## src/rtl/loadable_updown_counter_if.sv

```systemverilog
// Control and status bundle for loadable_updown_counter.
// The master drives controls; the slave (the counter) returns count and flags.
interface loadable_updown_counter_if #(
  parameter int unsigned WIDTH = 8
);
  logic             clr;
  logic             load;
  logic [WIDTH-1:0] data_in;
  logic             en;
  logic             up;
  logic             sat;
  logic [WIDTH-1:0] count;
  logic             at_max;
  logic             at_min;
  logic             tc;
  logic             ovf;
  logic             unf;

  modport master (
    output clr, load, data_in, en, up, sat,
    input  count, at_max, at_min, tc, ovf, unf
  );

  modport slave (
    input  clr, load, data_in, en, up, sat,
    output count, at_max, at_min, tc, ovf, unf
  );
endinterface

```

## src/rtl/loadable_updown_counter.sv

```systemverilog
// Modulo-(MAX_VAL+1) loadable up/down counter with wrap or saturate mode,
// terminal-count pulse and sticky overflow/underflow flags.
module loadable_updown_counter #(
  parameter int unsigned WIDTH   = 8,
  parameter int unsigned MAX_VAL = 2**WIDTH - 1
) (
  input  logic                        clk,
  input  logic                        rst_n,
  loadable_updown_counter_if.slave    bus
);

  localparam logic [WIDTH-1:0] MaxVal = WIDTH'(MAX_VAL);
  localparam logic [WIDTH-1:0] One    = WIDTH'(1);

  logic [WIDTH-1:0] count_q, count_d;
  logic             tc_q, tc_d;
  logic             ovf_q, ovf_d;
  logic             unf_q, unf_d;
  logic             at_max, at_min;

  assign at_max = (count_q == MaxVal);
  assign at_min = (count_q == '0);

  always_comb begin
    count_d = count_q;
    tc_d    = 1'b0;
    ovf_d   = ovf_q;
    unf_d   = unf_q;
    if (bus.clr) begin
      count_d = '0;
      ovf_d   = 1'b0;
      unf_d   = 1'b0;
    end else if (bus.load) begin
      count_d = (bus.data_in > MaxVal) ? MaxVal : bus.data_in;
    end else if (bus.en) begin
      if (bus.up) begin
        // Bound decided by compare against MaxVal, not by carry-out.
        if (at_max) begin
          ovf_d = 1'b1;
          if (!bus.sat) begin
            count_d = '0;
            tc_d    = 1'b1;
          end
        end else begin
          count_d = count_q + One;
        end
      end else begin
        if (at_min) begin
          unf_d = 1'b1;
          if (!bus.sat) begin
            count_d = MaxVal;
            tc_d    = 1'b1;
          end
        end else begin
          count_d = count_q - One;
        end
      end
    end
  end

  always_ff @(posedge clk or negedge rst_n) begin
    if (!rst_n) begin
      count_q <= '0;
      tc_q    <= 1'b0;
      ovf_q   <= 1'b0;
      unf_q   <= 1'b0;
    end else begin
      count_q <= count_d;
      tc_q    <= tc_d;
      ovf_q   <= ovf_d;
      unf_q   <= unf_d;
    end
  end

  assign bus.count  = count_q;
  assign bus.at_max = at_max;
  assign bus.at_min = at_min;
  assign bus.tc     = tc_q;
  assign bus.ovf    = ovf_q;
  assign bus.unf    = unf_q;

endmodule

```

## src/flat_wrapper.sv

```systemverilog
// flat-port wrapper written by rule: the top's interface ports become plain ports
module loadable_updown_counter_flat 
#(
  parameter int unsigned WIDTH   = 8,
  parameter int unsigned MAX_VAL = 2**WIDTH - 1
)
  (clk, rst_n, bus_clr, bus_load, bus_data_in, bus_en, bus_up, bus_sat, bus_count, bus_at_max, bus_at_min, bus_tc, bus_ovf, bus_unf);
  loadable_updown_counter_if #(.WIDTH(WIDTH)) bus_i ();
  input  logic clk;
  input  logic rst_n;
  input wire logic [$bits(bus_i.clr)-1:0] bus_clr;
  input wire logic [$bits(bus_i.load)-1:0] bus_load;
  input wire logic [$bits(bus_i.data_in)-1:0] bus_data_in;
  input wire logic [$bits(bus_i.en)-1:0] bus_en;
  input wire logic [$bits(bus_i.up)-1:0] bus_up;
  input wire logic [$bits(bus_i.sat)-1:0] bus_sat;
  output wire logic [$bits(bus_i.count)-1:0] bus_count;
  output wire logic [$bits(bus_i.at_max)-1:0] bus_at_max;
  output wire logic [$bits(bus_i.at_min)-1:0] bus_at_min;
  output wire logic [$bits(bus_i.tc)-1:0] bus_tc;
  output wire logic [$bits(bus_i.ovf)-1:0] bus_ovf;
  output wire logic [$bits(bus_i.unf)-1:0] bus_unf;
  assign bus_i.clr = bus_clr;
  assign bus_i.load = bus_load;
  assign bus_i.data_in = bus_data_in;
  assign bus_i.en = bus_en;
  assign bus_i.up = bus_up;
  assign bus_i.sat = bus_sat;
  assign bus_count = bus_i.count;
  assign bus_at_max = bus_i.at_max;
  assign bus_at_min = bus_i.at_min;
  assign bus_tc = bus_i.tc;
  assign bus_ovf = bus_i.ovf;
  assign bus_unf = bus_i.unf;
  loadable_updown_counter #(.WIDTH(WIDTH), .MAX_VAL(MAX_VAL)) u_core (.clk(clk), .rst_n(rst_n), .bus(bus_i));
endmodule
```

## config.mk

```make
export PLATFORM = sky130hd
export DESIGN_NAME = loadable_updown_counter_flat
export DESIGN_NICKNAME = d
export VERILOG_FILES = /design/src/rtl/loadable_updown_counter_if.sv /design/src/rtl/loadable_updown_counter.sv /design/src/flat_wrapper.sv
export SDC_FILE = /design/constraint.sdc
export NUM_CORES = 1
export LEC_CHECK = 0
export CELL_PAD_IN_SITES_DETAIL_PLACEMENT = 0
export CELL_PAD_IN_SITES_GLOBAL_PLACEMENT = 2
export CORE_ASPECT_RATIO = 0.6
export CORE_MARGIN = 4
export CORE_UTILIZATION = 27
export DETAILED_ROUTE_END_ITERATION = 10
export PLACE_DENSITY = 0.82
export SKIP_CTS_REPAIR_TIMING = 1
export SLEW_MARGIN = 20
export SYNTH_ARGS = -nofsm -noshare
export SYNTH_HDL_FRONTEND = slang
export SYNTH_SLANG_ARGS = --single-unit
```

## constraint.sdc

```tcl
create_clock -name clk -period 2.6 [get_ports clk]
set_input_delay 0.65 -clock clk [delete_from_list [all_inputs] [get_ports clk]]
set_output_delay 0.65 -clock clk [all_outputs]
set_load 0.01 [all_outputs]
```

Word level (Yosys, flattened, before mapping)
Index checks and enable logic that the tools add are counted.
{ "op_classes": {"n_reduce_logical": 9, "eq_ne": 5, "mux": 26, "addsub": 2, "magnitude_cmp": 1} }
{ "op_table": {"columns": ["cell", "n"], "rows": [
  ["2-to-1 mux 8 bit", 9],
  ["2-to-1 mux 1 bit", 17],
  ["!= test 5 bit, second input constant", 2],
  ["adder 8 x 1 -> 8 bit, second input constant", 1],
  ["equality test 8 bit, second input constant", 1],
  ["> comparator 8 bit, second input constant", 1],
  ["logical NOT 8 bit", 1],
  ["AND reduction 4 bit", 2],
  ["nonzero test 2 bit", 4],
  ["subtractor 8 x 1 -> 8 bit, second input constant", 1],
  ["!= test 2 bit, second input constant", 2],
  ["AND reduction 3 bit", 1],
  ["nonzero test 3 bit", 1]
]} }
{ "totals": {"elab_cells": 47, "inputBits": 15, "reg_bits": 11, "output_inout_bits": 13} }

Longest topological paths before layout
{ "logic_depth": {"depth_word": 6, "ltp_mapped": 7, "depth_no_buf": 7} }

Worst setup path before layout
OpenSTA, ideal clock, no wires.
{ "synth_path": {"kind": "register to register", "from": "register u_core.count_q[0] (netlist: u_core.bus.count[0])", "to": "register u_core.count_q[3] (netlist: u_core.bus.count[3])", "path_stages_with_launch": 8, "required_ns": 2.466, "n_path_buf": 0, "synth_period_minus_slack_ns": 2.047, "t_arrival_ns": 1.913, "setup_slack_ns": 0.553, "setup_time_ns": 0.134, "path_cell_list": "dfrtp_1 > inv_1 > ha_1 > or4b_4 > nor2_4 > or4_2 > a32oi_1 > a21oi_1"} }
{ "synth_between": {"elab_chain_cells": 6, "elab_cells_between_ends": 13, "cone_classes": "add/sub: 2; eq/ne: 3; mux: 6; reduce/logical: 2"} }
{ "synth_rtl": {"columns": ["item", "line", "source"], "rows": [
  ["start, declared", "loadable_updown_counter.sv:15", "logic [WIDTH-1:0] count_q, count_d;"],
  ["start signal, assigned", "loadable_updown_counter.sv:68", "count_q <= count_d;"],
  ["subtractor 8 x 1 -> 8 bit (tied with other cells)", "loadable_updown_counter.sv:55", "count_d = count_q - One;"],
  ["2-to-1 mux 8 bit (on tied branches)", "loadable_updown_counter.sv:48, loadable_updown_counter.sv:38", null],
  ["2-to-1 mux 8 bit", "loadable_updown_counter.sv:36", "if (bus.up) begin"],
  ["2-to-1 mux 8 bit", "loadable_updown_counter.sv:35", "end else if (bus.en) begin"],
  ["2-to-1 mux 8 bit", "loadable_updown_counter.sv:33", "end else if (bus.load) begin"],
  ["2-to-1 mux 8 bit", "loadable_updown_counter.sv:29", "if (bus.clr) begin"]
]} }
Several ways; a longest one is shown, not always the timed one. The select of a mux whose other input is x is not followed.
A chain may end at the register's enable or synchronous reset.

Final worst setup path
{ "layout_path": {"from": "register u_core.count_q[5] (netlist: u_core.bus.count[5])", "to": "output port bus_at_min"} }
{ "layout_between": {"elab_chain_cells": 1} }
{ "layout_rtl": {"columns": ["item", "line", "source"], "rows": [
  ["logical NOT 8 bit", "loadable_updown_counter.sv:22", "assign at_min = (count_q == '0);"],
  ["end, declared", "flat_wrapper.sv:19", "output wire logic [$bits(bus_i.at_min)-1:0] bus_at_min;"]
]} }
Every way passes these cells.

==> results by group <==
Layout
  • Area Growth Syn to Fin: 45.0%
  • Number of diodes: 0
  • Post-route insts no fill: 200
  • Number of nets in the layout: 174
  • Share of post-route cells with drive strength above 1: 0.200
  • Final-layout fill cell count: 333

Yosys
  • Proportion of synthesized flip-flops having asynchronous set or reset: 1.00
  • Synth top area share: 0.281
  • Netlist Area Pre-Place: 981 um^2
  • Syn Inst Count: 116
  • Biggest area consumer among synthesized cells: sky130_fd_sc_hd__dfrtp_1
  • Synth cell count leaders: sky130_fd_sc_hd__nor2_1 (14), sky130_fd_sc_hd__dfrtp_1 (11), sky130_fd_sc_hd__nand2_1 (10)
  • Synthesized netlist net count: 134
  • Biggest area contributors in the synthesized netlist: sky130_fd_sc_hd__dfrtp_1 (28%), sky130_fd_sc_hd__nor2_1 (5.4%), sky130_fd_sc_hd__mux2_4 (4.6%)
  • Yosys synthesis warning count: 0
  • Syn avg cell area: 8.46 um^2
  • Most frequently used flop master after synthesis: sky130_fd_sc_hd__dfrtp_1
  • FF+latch count, synth: 11
  • Post-synth cell types: 43
  • Number of enable flip-flop cells after synthesis: 0
  • Top-count cell post-synth: sky130_fd_sc_hd__nor2_1
  • Sequential share of the synthesized area: 0.281

STA
  • Relative max-transition margin: 0.654
  • Tcrit/Tclk final: 0.952
  • Setup_tns: 0 ns
  • Tightest Pin Transition: 0.517 ns
  • Worst hold slack after final layout: 0.511 ns
  • Final Hold Viols: 0
  • Setup-failing EPs final: 0
  • Final Critical Period: 2.48 ns
  • Fin worst setup slack: 0.124 ns
  • Final count of pins violating max slew: 0
  • Timing-limited maximum frequency: 404 MHz
  • Final Skew: 0.000168 ns
  • RSZ-0062 raised after global routing: no

Worst hold path
  • Worst hold path stage count: 2
  • Hold Path End: u_core.bus.ovf$_DFFE_PN0P_
  • Worst min-delay path category: reg2reg
  • Min-Delay Startpoint: u_core.bus.ovf$_DFFE_PN0P_

Global route
  • Number of global-route vias before repair: 976
  • Global-route total usage across every layer: 0.144
  • Number of antenna violations at the first check in global routing: 0
  • Pin count of the biggest net entering global routing: 15
  • GRT Residual Overflow: 0
  • Global-route wire length before repair: 4990 um

Placed design
  • GPL Wtd Cong: 0.838
  • Half-perimeter wire length of the detailed placement result: 2510 um
  • Buffers on Ports: 27
  • Pre-CTS setup slack: 0.0608 ns
  • Count of placed standard cells including taps: 196

Setup path
  • WS Path Type: reg2out
  • Critical path's slowest cell: sky130_fd_sc_hd__clkdlybuf4s50_1
  • Data required time of the critical path: 1.95 ns
  • Critical Path End Type: output port
  • Crit path largest cell delay: 0.53 ns
  • Slack of the worst reg-to-reg path: 0.41 ns
  • Reg2reg start: u_core.bus.count[1]$_DFFE_PN0P_
  • Worst-case reg-to-reg path depth: 8
  • Largest fanout on the critical path: 3
  • Arrival @ worst endpoint: 1.83 ns
  • Cell-by-cell listing of the critical path: nor4_1 -> buf_4 -> nand3_1 -> inv_1 -> clkdlybuf4s50_1
  • Worst R2R End: u_core.bus.count[3]$_DFFE_PN0P_
  • Kind of start point of the critical path: register

Routing
  • DR DRC count: 0
  • DRT Wirelength: 3110 um
  • Iteration count of the initial detailed-routing pass: 4
  • Remaining number of nets flagged by the antenna check after routing: 0
  • Post-DR vias/cell: 5.19
  • Vias after detailed routing: 1038
  • Drt first-iter violations: 106
  • Wire per inst: 15.5 um

Clock network
  • Clock Tree Root: sky130_fd_sc_hd__clkbuf_8
  • H-tree levels: 1
  • CTS Sinks: 11
  • CTS tree: built
  • Clock latency on the worst-skew pair: 0.24 ns
  • Maximum clock insertion buffer count: 2
  • Number of clock buffers inserted by TritonCTS: 3
  • Clock input transition at the sequential cells of the worst setup and hold paths: 0.05 ns

Die
  • Number of primary I/O pins: 28
  • Die Y: 54.7 um
  • Floorplan core area: 3360 um^2
  • Site row count: 16
  • Area of the die: 4690 um^2
  • Die X-Extent: 85.8 um
  • Initial Utilization: 0.292

Power
  • Static leakage power: 0.584 nW
  • Pwr per Cell Area: 465 nW/um^2
  • Max rail drop VDD: 0.217 mV

Flow run
  • Count of maximum capacitance violations: 0

Outcome
  • Outcome: completed
-- cell type report --
| type | instances | area, um^2 | area share |
|---|---|---|---|
| Clock buffer | 4 | 45.0 | 0.0317 |
| Inverter | 5 | 18.8 | 0.0132 |
| Multi-Input combinational cell | 93 | 643 | 0.452 |
| Sequential cell | 11 | 277 | 0.194 |
| Tap cell | 45 | 56.3 | 0.0396 |
| Timing Repair Buffer | 42 | 383 | 0.269 |
-- how the worst max path moves through the flow --
stage | start | end | slack [ns] | cells after the start
finish | u_core.bus.count[5]$_DFFE_PN0P_ | bus_at_min | 0.12 | 5
global route | u_core.bus.count[0]$_DFFE_PN0P_ | bus_at_max | 0.02 | 5
CTS | u_core.bus.count[0]$_DFFE_PN0P_ | bus_at_max | 0.04 | 5
detailed placement | bus_up | u_core.bus.count[3]$_DFFE_PN0P_ | 0.06 | 6
global placement | bus_up | u_core.bus.count[3]$_DFFE_PN0P_ | 0.05 | 6
floorplan | u_core.bus.count[0]$_DFFE_PN0P_ | u_core.bus.count[3]$_DFFE_PN0P_ | 0.55 | 7
-- per-layer routing --
layer | track usage | up-vias | wire length [um]
met5 | 0 | - | 0
met4 | 0.0158 | 0 | 0
met3 | 0.0481 | 0 | 242
met2 | 0.188 | 37 | 1190
met1 | 0.224 | 484 | 1680
li1 | - | 517 | -
-- state kept, by name (all words and copies together), names as in the netlist --
signal	count
u_core.bus.tc	1
u_core.bus.ovf	1
u_core.bus.count	8
u_core.bus.unf	1
-- metrics by stage --
| stage | utilization | total power, mW | cell area, um^2 |
|---|---|---|---|
| after floorplan | - | 0.364 | 981 |
| after global placement | 0.409 | 0.488 | 1380 |
| after detailed placement | 0.409 | 0.487 | 1380 |
| after CTS | 0.422 | 0.663 | 1420 |
| after global routing | 0.423 | 0.705 | 1420 |
| final | 0.423 | 0.661 | 1420 |
-- worst max-delay path, delay by kind of cell (launching register included) --
family | cells | cell delay [ns]
simple gates | 2 | 0.42
flops | 1 | 0.38
buf+inv | 3 | 0.79
-- cells in the final DEF (no fill, tap or decap), drive strengths merged, types with 4 or more instances in the layout --
master         synthesis  layout
nand3                  4       4
o21ai                  5       5
buf                    5      15
o21a                   4       4
clkbuf                 2       4
clkdlybuf4s50          0      27
a21oi                  8       8
dfrtp                 11      11
a31oi                  4       4
inv                    5       5
a211oi                 5       5
nor2                  15      15
nand2                 10      10
-- power breakdown --
part           total (mW)  switching, mW  leakage (nW)  internal (mW)
Sequential          0.206         0.0182         0.143          0.187
Clock               0.175         0.0667        0.0228          0.108
Combinational       0.281          0.137         0.418          0.144
-- kinds of logic after synthesis --
family,count (synthesis),share of synthesized area
AO/OA/AOI/OAI,37,0.283
XOR/XNOR,4,0.0357
adder cells (fa/ha/maj),3,0.0383
buffers and inverters,12,0.0650
flip-flops,11,0.281
multiplexers,4,0.0561
AND/OR/NAND/NOR,45,0.241
(Power assumes the default switching activity.)
